`src/rtl/mul_sequencer.sv`:
```
// Sequences an external shift-add multiplier: clear, operand load, 32 MULTU
// iterations, result transfer, then capture of the 64-bit product into hi/lo.
module mul_sequencer #(
  parameter logic [5:0] MULTU = 6'b011001,
  parameter logic [5:0] OUT   = 6'b111111,
  parameter logic [5:0] NOP   = 6'b000000
) (
  input  logic        clk,
  input  logic        reset,
  input  logic        start,
  input  logic [5:0]  funct,
  input  logic [31:0] op_a,
  input  logic [31:0] op_b,
  output logic        busy,
  output logic        done,
  output logic        err,
  output logic [31:0] hi,
  output logic [31:0] lo,
  output logic [5:0]  mul_signal,
  output logic        mul_reset,
  output logic [31:0] mul_dataA,
  output logic [31:0] mul_dataB,
  input  logic [63:0] mul_dataOut
);

  typedef enum logic [2:0] {
    S_IDLE    = 3'd0,
    S_CLEAR   = 3'd1,
    S_LOAD    = 3'd2,
    S_RUN     = 3'd3,
    S_XFER    = 3'd4,
    S_CAPTURE = 3'd5,
    S_DONE    = 3'd6
  } state_t;

  state_t      state_q, state_d;
  logic [4:0]  cnt_q, cnt_d;
  logic [31:0] a_q, a_d, b_q, b_d;
  logic [31:0] hi_q, hi_d, lo_q, lo_d;
  logic        err_q, err_d;

  // State, operand, result and error registers
  always_ff @(posedge clk) begin
    if (reset) begin
      state_q <= S_IDLE;
      cnt_q   <= 5'd0;
      a_q     <= 32'd0;
      b_q     <= 32'd0;
      hi_q    <= 32'd0;
      lo_q    <= 32'd0;
      err_q   <= 1'b0;
    end else begin
      state_q <= state_d;
      cnt_q   <= cnt_d;
      a_q     <= a_d;
      b_q     <= b_d;
      hi_q    <= hi_d;
      lo_q    <= lo_d;
      err_q   <= err_d;
    end
  end

  // Next-state logic and multiplier control decode
  always_comb begin
    state_d    = state_q;
    cnt_d      = cnt_q;
    a_d        = a_q;
    b_d        = b_q;
    hi_d       = hi_q;
    lo_d       = lo_q;
    err_d      = 1'b0;
    mul_signal = NOP;
    mul_dataA  = a_q;
    mul_dataB  = b_q;
    case (state_q)
      S_IDLE: begin
        if (start && (funct == MULTU)) begin
          a_d     = op_a;
          b_d     = op_b;
          state_d = S_CLEAR;
        end else if (start) begin
          err_d   = 1'b1;
        end else begin
          state_d = S_IDLE;
        end
      end
      S_CLEAR: begin
        // Inverted operands force the multiplier to see a change on LOAD
        mul_dataA = ~a_q;
        mul_dataB = ~b_q;
        state_d   = S_LOAD;
      end
      S_LOAD: begin
        cnt_d   = 5'd0;
        state_d = S_RUN;
      end
      S_RUN: begin
        mul_signal = MULTU;
        if (cnt_q == 5'd31) begin
          state_d = S_XFER;
        end else begin
          cnt_d = cnt_q + 5'd1;
        end
      end
      S_XFER: begin
        mul_signal = OUT;
        state_d    = S_CAPTURE;
      end
      S_CAPTURE: begin
        hi_d    = mul_dataOut[63:32];
        lo_d    = mul_dataOut[31:0];
        state_d = S_DONE;
      end
      S_DONE: begin
        state_d = S_IDLE;
      end
      default: begin
        state_d = S_IDLE;
      end
    endcase
  end

  assign busy      = (state_q != S_IDLE);
  assign done      = (state_q == S_DONE);
  assign err       = err_q;
  assign hi        = hi_q;
  assign lo        = lo_q;
  assign mul_reset = reset | (state_q == S_CLEAR);

endmodule

```
`config.mk`:
```
export PLATFORM = sky130hd
export DESIGN_NAME = mul_sequencer
export DESIGN_NICKNAME = d
export VERILOG_FILES = /design/src/rtl/mul_sequencer.sv
export SDC_FILE = /design/constraint.sdc
export NUM_CORES = 1
export LEC_CHECK = 0
export ABC_AREA = 1
export ABC_CLOCK_PERIOD_IN_PS = 1550
export CORE_ASPECT_RATIO = 0.9
export CORE_MARGIN = 1.5
export CORE_UTILIZATION = 42
export CTS_CLUSTER_DIAMETER = 150
export CTS_CLUSTER_SIZE = 14
export DETAILED_ROUTE_END_ITERATION = 6
export PLACE_DENSITY_LB_ADDON = 0.08
export SYNTH_ARGS = -nofsm -noshare
export SYNTH_HDL_FRONTEND = slang
export SYNTH_SLANG_ARGS = --single-unit
export TNS_END_PERCENT = 5
```
`constraint.sdc`:
```
create_clock -name clk -period 1.55 [get_ports clk]
set_clock_uncertainty 0.05 [all_clocks]
set_input_delay 0.2325 -clock clk [delete_from_list [all_inputs] [get_ports clk]]
set_output_delay 0.2325 -clock clk [all_outputs]
set_load 0.05 [all_outputs]
```
[Word level (Yosys, flattened, before mapping)]
Cells that the tools add are included.
Cells by class
  $add $sub $neg: 1
  multipliers: 0
  div/mod/pow operators: 0
  magnitude comparators: 0
  eq/ne operators: 11
  shift operators: 0
  mux-type cells: 10
  bitwise operators: 4
  reductions and logical operators: 8
Operators with widths (count)
  two-way mux 32 bit: 2
  inverter 32 bit: 2
  one-hot mux 3 bit (6 select lines): 1
  one-hot mux 6 bit (2 select lines): 1
  one-hot mux 5 bit (2 select lines): 1
  equality test 3 bit (second input constant): 3
  two-way mux 3 bit: 3
  equality test 3 x 2 -> 1 bit (second input constant): 2
  equality test 6 x 5 -> 1 bit (second input constant): 1
  AND reduction 2 bit: 3
  adder 5 x 1 -> 5 bit (second input constant): 1
  equality test 5 bit (second input constant): 1
  two-way mux 5 bit: 1
  != test 2 bit (second input constant): 2
  equality test 3 x 1 -> 1 bit (second input constant): 1
  logical NOT 3 bit: 1
  != test 3 bit (second input constant): 1
  nonzero test 3 bit: 1
  OR reduction 3 bit: 1
  nonzero test 2 bit: 1
  logical AND 1 bit: 1
  two-way mux 1 bit: 1
  inverter 1 bit: 1
  OR 1 bit: 1
Word-level totals
  flip-flop bits (word level): 137
  latch bits: 0
  RAM bits: 0
  bits in read-only memories: 0
  input bits: 137
  output and inout bits: 138
  word-level logic and storage cells: 41
  memories: 0

[Logic depth before layout (Yosys ltp)]
  depth after elaboration: 4
  mapped depth: 10
  depth with buffers taken out: 10

[Worst setup path after synthesis]
No wires, ideal clock.
  path type: reg2out
  from: reg state_q[2]
  to: out mul_signal[3]
  data arrival time: 2431 ps
  data required time: 1267 ps
  path slack: -1164 ps
  cell stages (with the launch flop): 5
  path buffers: 1
  path through: dfxtp_1 inv_2 nor3_1 or2_2 buf_4
Between the ends
  cells in the longest elaborated chain, start to end: 2
  elaborated cells between the ends (all ways): 3
  those cells by class: eq/ne (2); mux (1)
Ends and longest elaborated chain
  from (decl): line 36  | state_t state_q, state_d;
  from (signal assigned): line 53  | state_q <= state_d;
  equality test 3 bit or equality test 3 x 2 -> 1 bit (tied branches): line 75  | case (state_q)
  one-hot mux 6 bit (2 select lines) (*): line 75
  to (decl): line 19  | output logic [5:0] mul_signal,
Every way passes the cells marked *; elsewhere a longest branch is shown, timed or not.

[Worst setup path in the final report]
  from: reg state_q[0]
  to: out mul_dataB[9]
Between the ends
  cells in the longest elaborated chain, start to end: 2
Ends and longest elaborated chain
  equality test 3 x 1 -> 1 bit: line 75
  two-way mux 32 bit: line 75
  to (decl): line 22  | output logic [31:0] mul_dataB,
No other way between the ends.

==> results.md <==
* Reg2reg setup slack at -0.14 ns
* FF+latch area at 2751 sq um
* Worst min-delay path category: in2reg
* Vias in the first global route at 6,043
* Mapped Nets at 983
* Mean area per synthesized cell at 7.143 sq um
* Critical Path Start: state_q[0]
* Area leader, netlist: dfxtp_1
* Leak Pwr at 5.045 nW
* Post-synthesis compound-gate area fraction at 0.06061
* Initial antenna violation count at 0
* Total Routing Usage GR at 0.2449
* Share of the synthesized area in the top cell type at 0.4550
* Max Cap Viol at 0
* Routed Antenna Nets at 0
* Synthesized cell area at 6028 sq um
* Placer congestion estimate at 0.7812
* Vias at 6,262
* Htree depth at 4
* Fin nets at 1,263
* Top post-synthesis cells by area: dfxtp_1 (45%), nand2_1 (13%), xnor2_1 (9.3%)
* Syn. warnings at 0
* Max VDD drop at 0.7511 mV
* Fillcell total at 794
* # diodes at 0
* Multi-input gate area at 3864 sq um
* FMAX at 498.2 MHz
* Rel. slew slack at 0.7198
* PnR Total Power at 8.742 mW
* Synthesized instance count at 844
* Post-synthesis register bit count at 137
* Area Growth Syn to Fin at 94.09%
* CTS tree: yes
* Longest Clk Path Bufs at 2
* WL/cell at 14.49 um
* Fin crit share at 1.295
* Root Buffer: clkbuf_16
* Post-synth cell types at 19
* Failing checks: negative setup slack
* Main combinational cell family by area after synthesis: simple AND/OR/NAND/NOR gates
* Worst-path clk slew at 0.06 ns
* Initial Utilization at 0.4304
* DRC at 0
* Routed WL at 19.27 mm
* Layout cell share with drive strength beyond 1 at 0.2762
* First-pass GRT wire length at 28.59 mm
* IO buf count at 274
* Crit end category: primary output
* Die footprint at 15,080 sq um
* Status: finished, violations left
* Critical Path Start Type: flop
* GRT overflow at 0
* Pwr dens at 747.2 nW/um^2
* Row cnt at 41
* Final Slew Violations at 0
* Crit path required time at 1.27 ns
* Die X at 129.3 um
* Final core area utilization at 0.8354
* Hold_sp: reset
* Final setup fails at 138
* Setup ws final at -0.4573 ns
* Synth Flop Type: dfxtp_1
* Pin count of the biggest net entering global routing at 69
* DIE HEIGHT at 116.7 um
* Crit path max fanout at 5
* Clock latency on the worst-skew pair at 0.42 ns
* Pre-antenna DRT Iters at 6
* Post-synthesis sequential area ratio at 0.4550
* CTS sink cnt at 137
* I/O Pins at 275
* Total CTS buffers at 17
* Worst-Margin Slew at 0.4203 ns
* CP arrival at 1.72 ns
* Post-DP Area at 10,820 sq um
* Ys async rst share at 0
* Vias per inst at 4.708
* Initial drt markers at 278
* Minimum clock period at 2.007 ns
* Crit Path Class: reg2out
* Simple logic cell fraction of the synthesized area at 0.2854
* Mux cell area share after synthesis at 0
* Worst r2r src: state_q[0]
* Area of the core at 14,000 sq um
* RSZ-0062 raised after global routing: yes
* Hpwl dp at 12.89 mm
* Final Hold Vio Count at 0
* Post-synth EDFFs at 0
* Post-Synth XOR/XNOR Area at 0.09298
* Adder-cell share of the synthesized area at 0.004151
* Post-route cell area at 11,700 sq um
## area by class of cell
type                       instances  area share
multi-input combinational        572      0.3302
sequential                       137      0.2352
inverter                          76     0.02481
clock inverter                    11     0.01219
timing repair buffer             320      0.3359
tap                              193     0.02064
clock buffer                      21     0.04107
## stage by stage
| step | setup WS, ns | hold slack, ns | TNS, ns | cells |
|---|---|---|---|---|
| after detailed placement | -0.2499 | 0.4032 | -15.22 | 1290 |
| after floorplan | -0.2147 | 0.3473 | -12.35 | 844 |
| after global placement | -0.1976 | 0.3987 | -12.81 | 1290 |
| after CTS | -0.4911 | 0.1686 | -35.12 | 1326 |
| final | -0.4573 | 0.1812 | -35.86 | 1330 |
| after global routing | -0.5262 | 0.1740 | -47.89 | 1330 |
## power breakdown
part,switching (mW),internal (mW)
Combinational,0.390,0.551
Clock,1.55,2.70
Sequential,0.0216,3.54
Total,1.96,6.78
## worst max-delay path, cell delays in order, from the launching register on
cell	delay (ns)
dfxtp_2	0.35
inv_2	0.05
nor2_4	0.15
nand2_8	0.11
clkbuf_16	0.18
buf_12	0.14
xnor2_4	0.16
buf_12	0.15
## state kept, by name, indices dropped and copies added, names as in the netlist
register and cells:
err 1, lo 32, cnt_q 5, state_q 3
a_q 32, hi 32, b_q 32
## logic make-up after synthesis
kind of cell	count (synthesis)
AND/OR/NAND/NOR	432
flip-flops	137
buffers and inverters	136
AO/OA/AOI/OAI	73
XOR/XNOR	64
adder cells (fa/ha/maj)	2
## worst paths after layout
check | end | cells past startpoint
setup / recovery | mul_dataB[9] | 7
hold / removal | cnt_q[4] | 4
setup reg to reg | hi[9] | 7
hold reg to reg | hi[12] | 2
## metal layers
metal / share of wire / wire length (um) / GRT usage
met1: 0.36 / 7032 / 0.2618
met2: 0.54 / 10360 / 0.4436
met3: 0.077 / 1490 / 0.08841
met4: 0.020 / 387 / 0.09288
met5: 0 / 0 / 0
## Yosys cell counts, drive strengths merged, types with 2 or more instances
library cell / n
a21oi: 69
buf: 44
clkbuf: 16
dfxtp: 137
ha: 2
inv: 75
nand2: 209
nand3: 69
nor2: 151
nor3: 2
o21ai: 4
xnor2: 64
## layout by cell type, fill, tap and decap left out
master and count:
nand2_1 196, buf_4 86, buf_16 1, nor3_4 1, or2_4 1, ha_1 1
nor3_2 1, nor2_4 5, inv_2 3, bufinv_16 3, inv_4 1, clkinv_2 3
dfxtp_4 1, o21ai_0 3, inv_6 1, nand2_2 11, ha_2 1, clkinvlp_4 3
xnor2_4 52, a21oi_1 69, buf_8 4, dfxtp_2 4, nand3_1 68, clkinv_4 1
dfxtp_1 132, nor2_1 146, o21ai_1 1, clkbuf_8 4, buf_2 1, nand2_4 2
clkbuf_16 18, xnor2_2 12, buf_12 89, inv_1 72, clkdlybuf4s50_1 135, nand3_4 1
nand2_8 1, buf_6 3
## timing repair
item | CTS | global route
setup endpoints to repair | 169 | 208
hold buffers | 0 | 0
buffers inserted | 4 | 2
cloned | 0 | 2
resized for setup | 17 | 25
pin swaps | 5 | 10
endpoints found under the hold margin | 0 | 0
(Power assumes the default switching activity.)
